File: src/rtl/mips_pkg.sv
// Shared types and widths for the load/store unit.
// Holds the op/state enums and the request and writeback register layouts.
// No logic; imported by lsu_ctrl.
package mips_pkg;

  localparam int DW  = 16;  // data word width
  localparam int AW  = 5;   // memory word-address width (32 words)
  localparam int EAW = 16;  // effective-address width from execute
  localparam int RAW = 3;   // register-file address width

  typedef enum logic {
    LSU_LOAD  = 1'b0,
    LSU_STORE = 1'b1
  } lsu_op_e;

  typedef enum logic [1:0] {
    S_IDLE  = 2'd0,
    S_STORE = 2'd1,
    S_LOAD  = 2'd2,
    S_WB    = 2'd3
  } lsu_state_e;

  typedef struct packed {
    lsu_op_e        op;
    logic [AW-1:0]  adr;
    logic [DW-1:0]  data;
    logic [RAW-1:0] rd;
  } lsu_req_t;

  typedef struct packed {
    logic           ena;
    logic [RAW-1:0] adr;
    logic [DW-1:0]  data;
  } wb_req_t;

endpackage

File: src/rtl/lsu_ctrl.sv
// Load/store initiator between execute and a 32x16 combinational-read data memory.
// Latency: store writes on the 2nd edge after the accept cycle; load result valid 2 cycles after accept.
// Backpressure: one op in flight, ex_ready_o high only in IDLE; WB holds until wb_ready_i.
// Optional LSU_ADDR_CHECK_EN: out-of-range addresses are dropped and raise sticky err_o.
module lsu_ctrl
  import mips_pkg::*;
(
  input  logic           clk_i,
  input  logic           rst,
  input  logic           ex_valid_i,
  output logic           ex_ready_o,
  input  logic           ex_op_i,
  input  logic [EAW-1:0] ex_addr_i,
  input  logic [DW-1:0]  ex_data_i,
  input  logic [RAW-1:0] ex_rd_i,
  output logic           mem_wr_ena_o,
  output logic [AW-1:0]  mem_wr_adr_o,
  output logic [DW-1:0]  mem_wr_data_o,
  output logic [AW-1:0]  mem_rd_adr_o,
  input  logic [DW-1:0]  mem_rd_data_i,
  output logic           wb_valid_o,
  input  logic           wb_ready_i,
  output logic [RAW-1:0] wb_adr_o,
  output logic [DW-1:0]  wb_data_o,
  output logic           err_o
);

  lsu_state_e     state_q, state_d;
  lsu_req_t       req_q;
  wb_req_t        wb_q;
  logic [AW-1:0]  rd_adr_q;
  logic           accept;
  logic           addr_bad;
  logic           take;

`ifdef LSU_ADDR_CHECK_EN
  logic           err_q;
  assign addr_bad = |ex_addr_i[EAW-1:AW];
  assign err_o    = err_q;
`else
  logic           unused_addr_hi;
  assign unused_addr_hi = ^ex_addr_i[EAW-1:AW];
  assign addr_bad = 1'b0;
  assign err_o    = 1'b0;
`endif

  assign ex_ready_o = (state_q == S_IDLE);
  assign accept     = ex_valid_i & ex_ready_o;
  // A dropped (out-of-range) op never touches the request registers.
  assign take       = accept & ~addr_bad;

  // Next-state selection; a dropped op simply leaves the FSM in IDLE.
  always_comb begin
    state_d = state_q;
    case (state_q)
      S_IDLE:  if (take) state_d = (lsu_op_e'(ex_op_i) == LSU_STORE) ? S_STORE : S_LOAD;
      S_STORE: state_d = S_IDLE;
      S_LOAD:  state_d = S_WB;
      S_WB:    if (wb_ready_i) state_d = S_IDLE;
      default: state_d = S_IDLE;
    endcase
  end

  // State register.
  always_ff @(posedge clk_i or posedge rst) begin
    if (rst) state_q <= S_IDLE;
    else     state_q <= state_d;
  end

  // Capture the decoded request on a valid handshake.
  always_ff @(posedge clk_i or posedge rst) begin
    if (rst) begin
      req_q <= '0;
    end else if (take) begin
      req_q.op   <= lsu_op_e'(ex_op_i);
      req_q.adr  <= ex_addr_i[AW-1:0];
      req_q.data <= ex_data_i;
      req_q.rd   <= ex_rd_i;
    end
  end

  // Read address only moves for loads, so it holds its last value otherwise.
  always_ff @(posedge clk_i or posedge rst) begin
    if (rst) rd_adr_q <= '0;
    else if (take && lsu_op_e'(ex_op_i) == LSU_LOAD) rd_adr_q <= ex_addr_i[AW-1:0];
  end

  // Writeback register: filled at the end of LOAD, released on the wb handshake.
  always_ff @(posedge clk_i or posedge rst) begin
    if (rst) begin
      wb_q <= '0;
    end else if (state_q == S_LOAD) begin
      wb_q.ena  <= 1'b1;
      wb_q.adr  <= req_q.rd;
      wb_q.data <= mem_rd_data_i;
    end else if (state_q == S_WB && wb_ready_i) begin
      wb_q.ena  <= 1'b0;
    end
  end

`ifdef LSU_ADDR_CHECK_EN
  // Sticky range error, cleared only by reset.
  always_ff @(posedge clk_i or posedge rst) begin
    if (rst) err_q <= 1'b0;
    else if (accept && addr_bad) err_q <= 1'b1;
  end
`endif

  assign mem_wr_ena_o  = (state_q == S_STORE);
  assign mem_wr_adr_o  = req_q.adr;
  assign mem_wr_data_o = req_q.data;
  assign mem_rd_adr_o  = rd_adr_q;
  assign wb_valid_o    = wb_q.ena;
  assign wb_adr_o      = wb_q.adr;
  assign wb_data_o     = wb_q.data;

endmodule

File: config.mk
export PLATFORM = sky130hd
export DESIGN_NAME = lsu_ctrl
export DESIGN_NICKNAME = d
export VERILOG_FILES = /design/src/rtl/mips_pkg.sv /design/src/rtl/lsu_ctrl.sv
export SDC_FILE = /design/constraint.sdc
export NUM_CORES = 1
export LEC_CHECK = 0
export CORE_ASPECT_RATIO = 1.2
export CORE_MARGIN = 5
export CORE_UTILIZATION = 36
export DETAILED_ROUTE_END_ITERATION = 10
export PLACE_DENSITY = 0.85
export SYNTH_ARGS = -nofsm -noshare
export SYNTH_HDL_FRONTEND = slang
export SYNTH_SLANG_ARGS = --single-unit
File: constraint.sdc
create_clock -name clk_i -period 1.6 [get_ports clk_i]
set_input_delay 0.32 -clock clk_i [delete_from_list [all_inputs] [get_ports clk_i]]
set_output_delay 0.32 -clock clk_i [all_outputs]
set_load 0.05 [all_outputs]
* Word level (Yosys, flattened, before mapping) *
Index checks and enable logic that the tools add are counted.

storage, ports and cells
  input port bits = 56
  word-level logic and storage cells = 26
  output and inout bits = 49
  flip-flop bits (word level) = 51

cells by class
  bitwise gates (word level) = 2
  equality and inequality tests = 5
  muxes and demuxes = 6
  reduce and logical (&&, ||, !) cells = 5

operators with widths
  cell                  number
  $pmux W2 S4           1
  $mux W2               3
  $eq A2 B2 Y1 const B  2
  $eq A2 B1 Y1 const B  1
  $logic_and A1 B1 Y1   2
  $logic_not A2 Y1      1
  $mux W1               2
  $ne A2 B1 Y1 const B  1
  $ne A2 B2 Y1 const B  1
  $reduce_and A2 Y1     1
  $reduce_bool A2 Y1    1
  $and A1 B1 Y1         1
  $not A1 Y1            1

* Logic depth before layout (Yosys ltp) *
Gate-level depths: netlist of the first run.

  word-level depth = 4
  gate-level depth with buffers = 4
  gate-level depth less buffers = 2

* Worst setup path before layout of the first run *
Ideal clock, no wire load.

  kind = register to output
  from = register state_q[0]
  to = output mem_wr_ena_o
  slack = 0.049 ns
  stages on the path, launching flop included = 2
  buffers on the path = 0
  data required time = 1.280 ns
  arrival = 1.231 ns
  cells stage by stage = dfrtp_1 nor2b_1

on the way
  word-level cells in the longest chain between the ends = 1

ends and longest elaborated chain
  element                   RTL line         RTL
  start: declaration        lsu_ctrl.sv:28   lsu_state_e state_q, state_d;
  start signal: assignment  lsu_ctrl.sv:67   else state_q <= state_d;
  $eq A2 B1 Y1              lsu_ctrl.sv:109  assign mem_wr_ena_o = (state_q == S_STORE);
  end: declaration          lsu_ctrl.sv:16   output logic mem_wr_ena_o,

No other way between the ends.

* Worst setup path after layout of the first run *
  from = register state_q[1]
  to = output mem_wr_ena_o

Same word-level chain as after synthesis.

==> impl_metrics.yaml, run 1 <==
status:
  status: "completed"
clock_network:
  htree_levels: 2
  cts_buffers: 5
  clock_sinks: 51
  cts_max_path_buffers: 2
  cts_tree: "built"
  post-cts-setup-buffer-count: 0
  clk_pin_slew_worst_paths_ns: 0.09
  postCtsHoldBufs: 0
  cts-root-buf: "clkbuf_8"
  clock_latency_ns: 0.29
yosys:
  synth.net_count: 196
  yosysWarnings: 0
  yosys.cell_types.count: 16
  syn_area_sq_um: 2135
  synthCells: 140
  ys_seq_area_share_pct: 59.79
  avgSynthCellArea_sq_um: 15.25
  ys_seq_elements: 51
hold_path:
  worstHoldPathType: "input port to asynchronous set/reset pin"
die:
  rows: 30
  initial_utilization_pct: 37.41
  die_h_um: 94.35
  core_area_sq_um: 5705
  io_pins: 105
  chipWidth_um: 80.29
  dieArea_sq_um: 7575
timing:
  finalCriticalPeriod_ns: 1.536
  hold_viol_final: 0
  drv_slew: 0
  rsz0062_at_grt: "yes"
  post-route-period-util_pct: 96.03
  setup_viol: 0
  timing.setup.tns_ns: 0
  fmax_ghz: 0.6509
  fin_worst_skew_ns: 0.005165
finish:
  layout-drive-gt1-share_pct: 51.83
  nNetsFinal: 274
  n_antenna_cell: 0
  synthToLayoutAreaGrowth_pct: 41.73
  fin_area_sq_um: 3025
detailed_routing:
  wl_met3_um: 360
  via_count: 1325
  top_layer: "met4"
  drc: 0
  routed-wl-met2_um: 2392
  avgViaCountPerCell: 4.446
  drtAntennaViolNets: 0
  wl_um: 4252
  drtPass1Iterations: 4
  drt_iter0_drc: 18
  wl_met1_um: 1450
  wl_per_cell_um: 14.27
critical_path:
  crit_required_ns: 1.28
  cp-start-kind: "flop"
  worstPathMaxFanout: 8
  path_buf_inv: 1
  crit_chain: "nor2b_1 -> buf_12"
  cp_slowest_cell: "dfrtp_1"
  crit_type: "flop to primary output"
  cpLargestDelayFamily: "flip-flops"
  endpoint_kind: "primary output"
  crit_arrival_ns: 1.22
  slowest_delay_ns: 0.50
run:
  cap_violations: 0
place:
  post-dp-hpwl_um: 3235
  gp_congestion: 0.6661
  port_buffers: 92
  placedInstanceArea_sq_um: 2937
global_routing:
  overflow: 0
  grtUsageTotal_pct: 12.00
  grt_pass1_wl_um: 6955
  grt_pass1_vias: 1448
  antenna_found_initial: 0
  grt_start_max_net_pins: 52
[kinds of logic after synthesis]
group	share of synthesized area, %
buffers and inverters	10.14
multiplexers	25.32
flip-flops	59.79
AND/OR/NAND/NOR	3.400
AO/OA/AOI/OAI	1.173
other	0.1757
[layout make-up]
class	count	area [sq um]
clock inverters	1	5.005
flip-flops and latches	51	1277
well taps	80	100.1
repair buffers	98	908.4
clock buffers	6	82.58
fillers	518	2680
inverters	2	7.507
multi-input cells	60	644.4
[stage by stage]
step	hold WS, ns	setup slack (ns)	cells	util [%]
global route	0.4265	-0.003897	298	53.03
floorplan	0.4025	0.04912	140	-
finish	0.3826	0.06359	298	53.03
global placement	0.4650	-0.1251	291	51.47
detailed placement	0.4760	-0.1421	291	51.47
CTS	0.3834	0.04180	298	53.03
[worst register-to-register path, cell delays in order (launching register included)]
cell,delay (ns)
dfrtp_1,0.55
nor2b_2,0.26
buf_12,0.18
mux2_2,0.36
[cell usage after synthesis]
cell type / number / area [sq um]
mux2_2: 47 / 529.3
a21o_1: 1 / 7.510
dfrtp_1: 51 / 1276
nor2b_1: 2 / 12.51
conb_1: 1 / 3.750
nor3b_4: 1 / 18.77
inv_1: 2 / 7.510
buf_6: 3 / 33.78
buf_2: 2 / 10.01
buf_4: 22 / 165.2
nand2b_1: 1 / 6.260
nand2_1: 2 / 7.510
nor2_1: 1 / 3.750
o2bb2ai_1: 2 / 17.52
nor4b_4: 1 / 23.77
mux2_1: 1 / 11.26
[timing repair]
action | in CTS | in global routing
gates cloned | 0 | 0
endpoints found under the setup margin | 1 | 2
gates resized for setup | 1 | 0
hold endpoints to repair | 0 | 0
[worst paths after layout]
kind	from	cells after the start	slack, ns	to
min in group clk_i	wb_data_o[14]	1	0.49	wb_data_o[14]
max reg2reg	state_q[1]	3	0.14	wb_data_o[15]
min reg2reg	wb_data_o[14]	1	0.49	wb_data_o[14]
max in group asynchronous	rst	3	0.97	state_q[0]
max	state_q[1]	2	0.06	mem_wr_ena_o
min	rst	3	0.38	mem_wr_data_o[4]
[placed cells by master, fill, tap and decap left out, drive strengths merged]
cell type and instances:
a21o 1, buf 54, clkbuf 6, clkdlybuf4s50 44
clkinv 1, conb 1, dfrtp 51, inv 2
mux2 48, nand2 2, nand2b 1, nor2 1
nor2b 2, nor3b 1, nor4b 1, o2bb2ai 2
[metal layers]
layer / vias to the layer above / GRT usage (%)
li1: 610 / -
met1: 657 / 12.33
met2: 53 / 22.31
met3: 5 / 4.103
met4: 0 / 4.225
met5: - / 0
[flip-flops by register name, indices dropped and copies added, names as in the netlist]
signal	cells
mem_rd_adr_o	5
mem_wr_adr_o	5
mem_wr_data_o	16
req_q	3
state_q	2
wb_adr_o	3
wb_data_o	16
wb_valid_o	1
Power of run 1 is not shown: default switching activity piles up to over one toggle a cycle in this logic, so the estimate is an artifact.
==> inputs of run 2 (changes only) <==
CORE_UTILIZATION = 40   (was 36)
PLACE_DENSITY = 0.89   (was 0.85)
clock period = 1.7 ns   (was 1.6 ns; I/O delays follow)
==> run 2 against run 1 <==
  * Core utilization rose by 4.5 points
  * Via count shrank 2.3%
  * Register-to-register slack gained 0.11 ns
  * First-iteration DRC count up 94%
  * Critical path depth unchanged
  * Largest cell class unchanged
  * Non-clock buffer count unchanged
  * Critical path type unchanged
  * Highest routed layer unchanged
  * Flip-flop and latch count unchanged
==> impl_metrics.yaml, run 2 (synthesis results as in run 1) <==
timing:
  hold_viol_final: 0
  drv_slew: 0
  finalCriticalPeriod_ns: 1.636
  fmax_ghz: 0.6113
  fin_worst_skew_ns: 0.008523
  timing.setup.tns_ns: 0
  rsz0062_at_grt: "no"
  post-route-period-util_pct: 96.23
  setup_viol: 0
critical_path:
  cp_slowest_cell: "dfrtp_1"
  reg2reg_from: "state_q[1]"
  worstPathMaxFanout: 7
  crit_arrival_ns: 1.30
  endpoint_kind: "primary output"
  reg2regPathDepth: 3
  regToRegSetupSlack_ns: 0.25
  reg2reg_to: "wb_data_o[13]"
  cp-start-kind: "flop"
  crit_type: "flop to primary output"
  crit_chain: "nor2b_1 -> buf_12"
  slowest_delay_ns: 0.54
  crit_required_ns: 1.36
die:
  chipWidth_um: 76.69
  core_area_sq_um: 5225
  initial_utilization_pct: 40.85
  rows: 29
  die_h_um: 90.02
  dieArea_sq_um: 6903
  io_pins: 105
detailed_routing:
  wl_per_cell_um: 15.12
  wl_um: 4248
  drtAntennaViolNets: 0
  via_count: 1295
  drt_iter0_drc: 35
  drc: 0
  drtPass1Iterations: 4
  avgViaCountPerCell: 4.609
finish:
  layout_common_cells: "dfrtp_1, buf_4, mux2_2"
  layout_commonest_cell: "dfrtp_1"
  nNetsFinal: 274
  synthToLayoutAreaGrowth_pct: 40.91
  n_antenna_cell: 0
  layout-drive-gt1-share_pct: 51.60
clock_network:
  clock_sinks: 51
  cts_resized: 0
  cts_buffers: 5
  clock_latency_ns: 0.30
  htree_levels: 2
  cts_max_path_buffers: 2
  cts-root-buf: "clkbuf_8"
  cts_tree: "built"
  post-cts-setup-buffer-count: 0
  clk_pin_slew_worst_paths_ns: 0.10
  postCtsHoldBufs: 0
status:
  status: "completed"
global_routing:
  grt_start_max_net_pins: 52
  grt_pass1_wl_um: 7279
  grt_pass1_vias: 1468
  antenna_found_initial: 0
  grtUsageTotal_pct: 12.86
  overflow: 0
place:
  port_buffers: 92
  gp_congestion: 0.6682
  post-dp-hpwl_um: 3316
hold_path:
  worstHoldPathType: "input port to asynchronous set/reset pin"
run:
  cap_violations: 0
[run 2: per-stage QoR]
step	std cells	setup slack, ns	utilization (%)	cell area [sq um]	hold slack, ns
after CTS	281	0.04087	57.57	3008	0.4051
after detailed placement	273	-0.04496	55.77	2914	0.4714
after floorplan	140	0.1291	-	2135	0.4225
final	281	0.06407	57.57	3008	0.3933
after global placement	273	-0.04250	55.77	2914	0.4637
after global routing	281	0.005525	57.57	3008	0.4143
[run 2: metal layers]
| layer | GRT usage (%) | wire (um) | up-vias | part of all wire (%) |
|---|---|---|---|---|
| met1 | 13.57 | 1552 | 638 | 37 |
| met2 | 23.09 | 2373 | 46 | 56 |
| met3 | 4.700 | 256 | 6 | 6.0 |
| met4 | 4.519 | 64 | 0 | 1.5 |
| li1 | - | - | 605 | - |
| met5 | 0 | 0 | - | 0 |
[run 2: final cells by class]
type | count | area [sq um]
clock inverters | 3 | 25.02
inverters | 2 | 7.507
flip-flops and latches | 51 | 1276
multi-input cells | 60 | 644.4
clock buffers | 5 | 68.82
fillers | 423 | 2217
well taps | 62 | 77.57
repair buffers | 98 | 908.4
[run 2: critical path: cells and delay by family (launching register included)]
kind	cells	cell delay, ns
and+or+nand+nor	1	0.29
buffers and inverters	1	0.17
DFF	1	0.54
[run 2: worst max path at each step]
stage | from | end | slack, ns | cells after the start
final | state_q[0] | mem_wr_ena_o | 0.06 | 2
after global routing | state_q[0] | mem_wr_ena_o | 0.006 | 2
after CTS | state_q[0] | mem_wr_ena_o | 0.04 | 2
after detailed placement | ex_valid_i | mem_rd_adr_o[3] | -0.04 | 5
after global placement | ex_valid_i | mem_rd_adr_o[4] | -0.04 | 5
after floorplan | rst | mem_rd_adr_o[0] | 0.13 | 1
Power of run 2 is left out for the same reason.
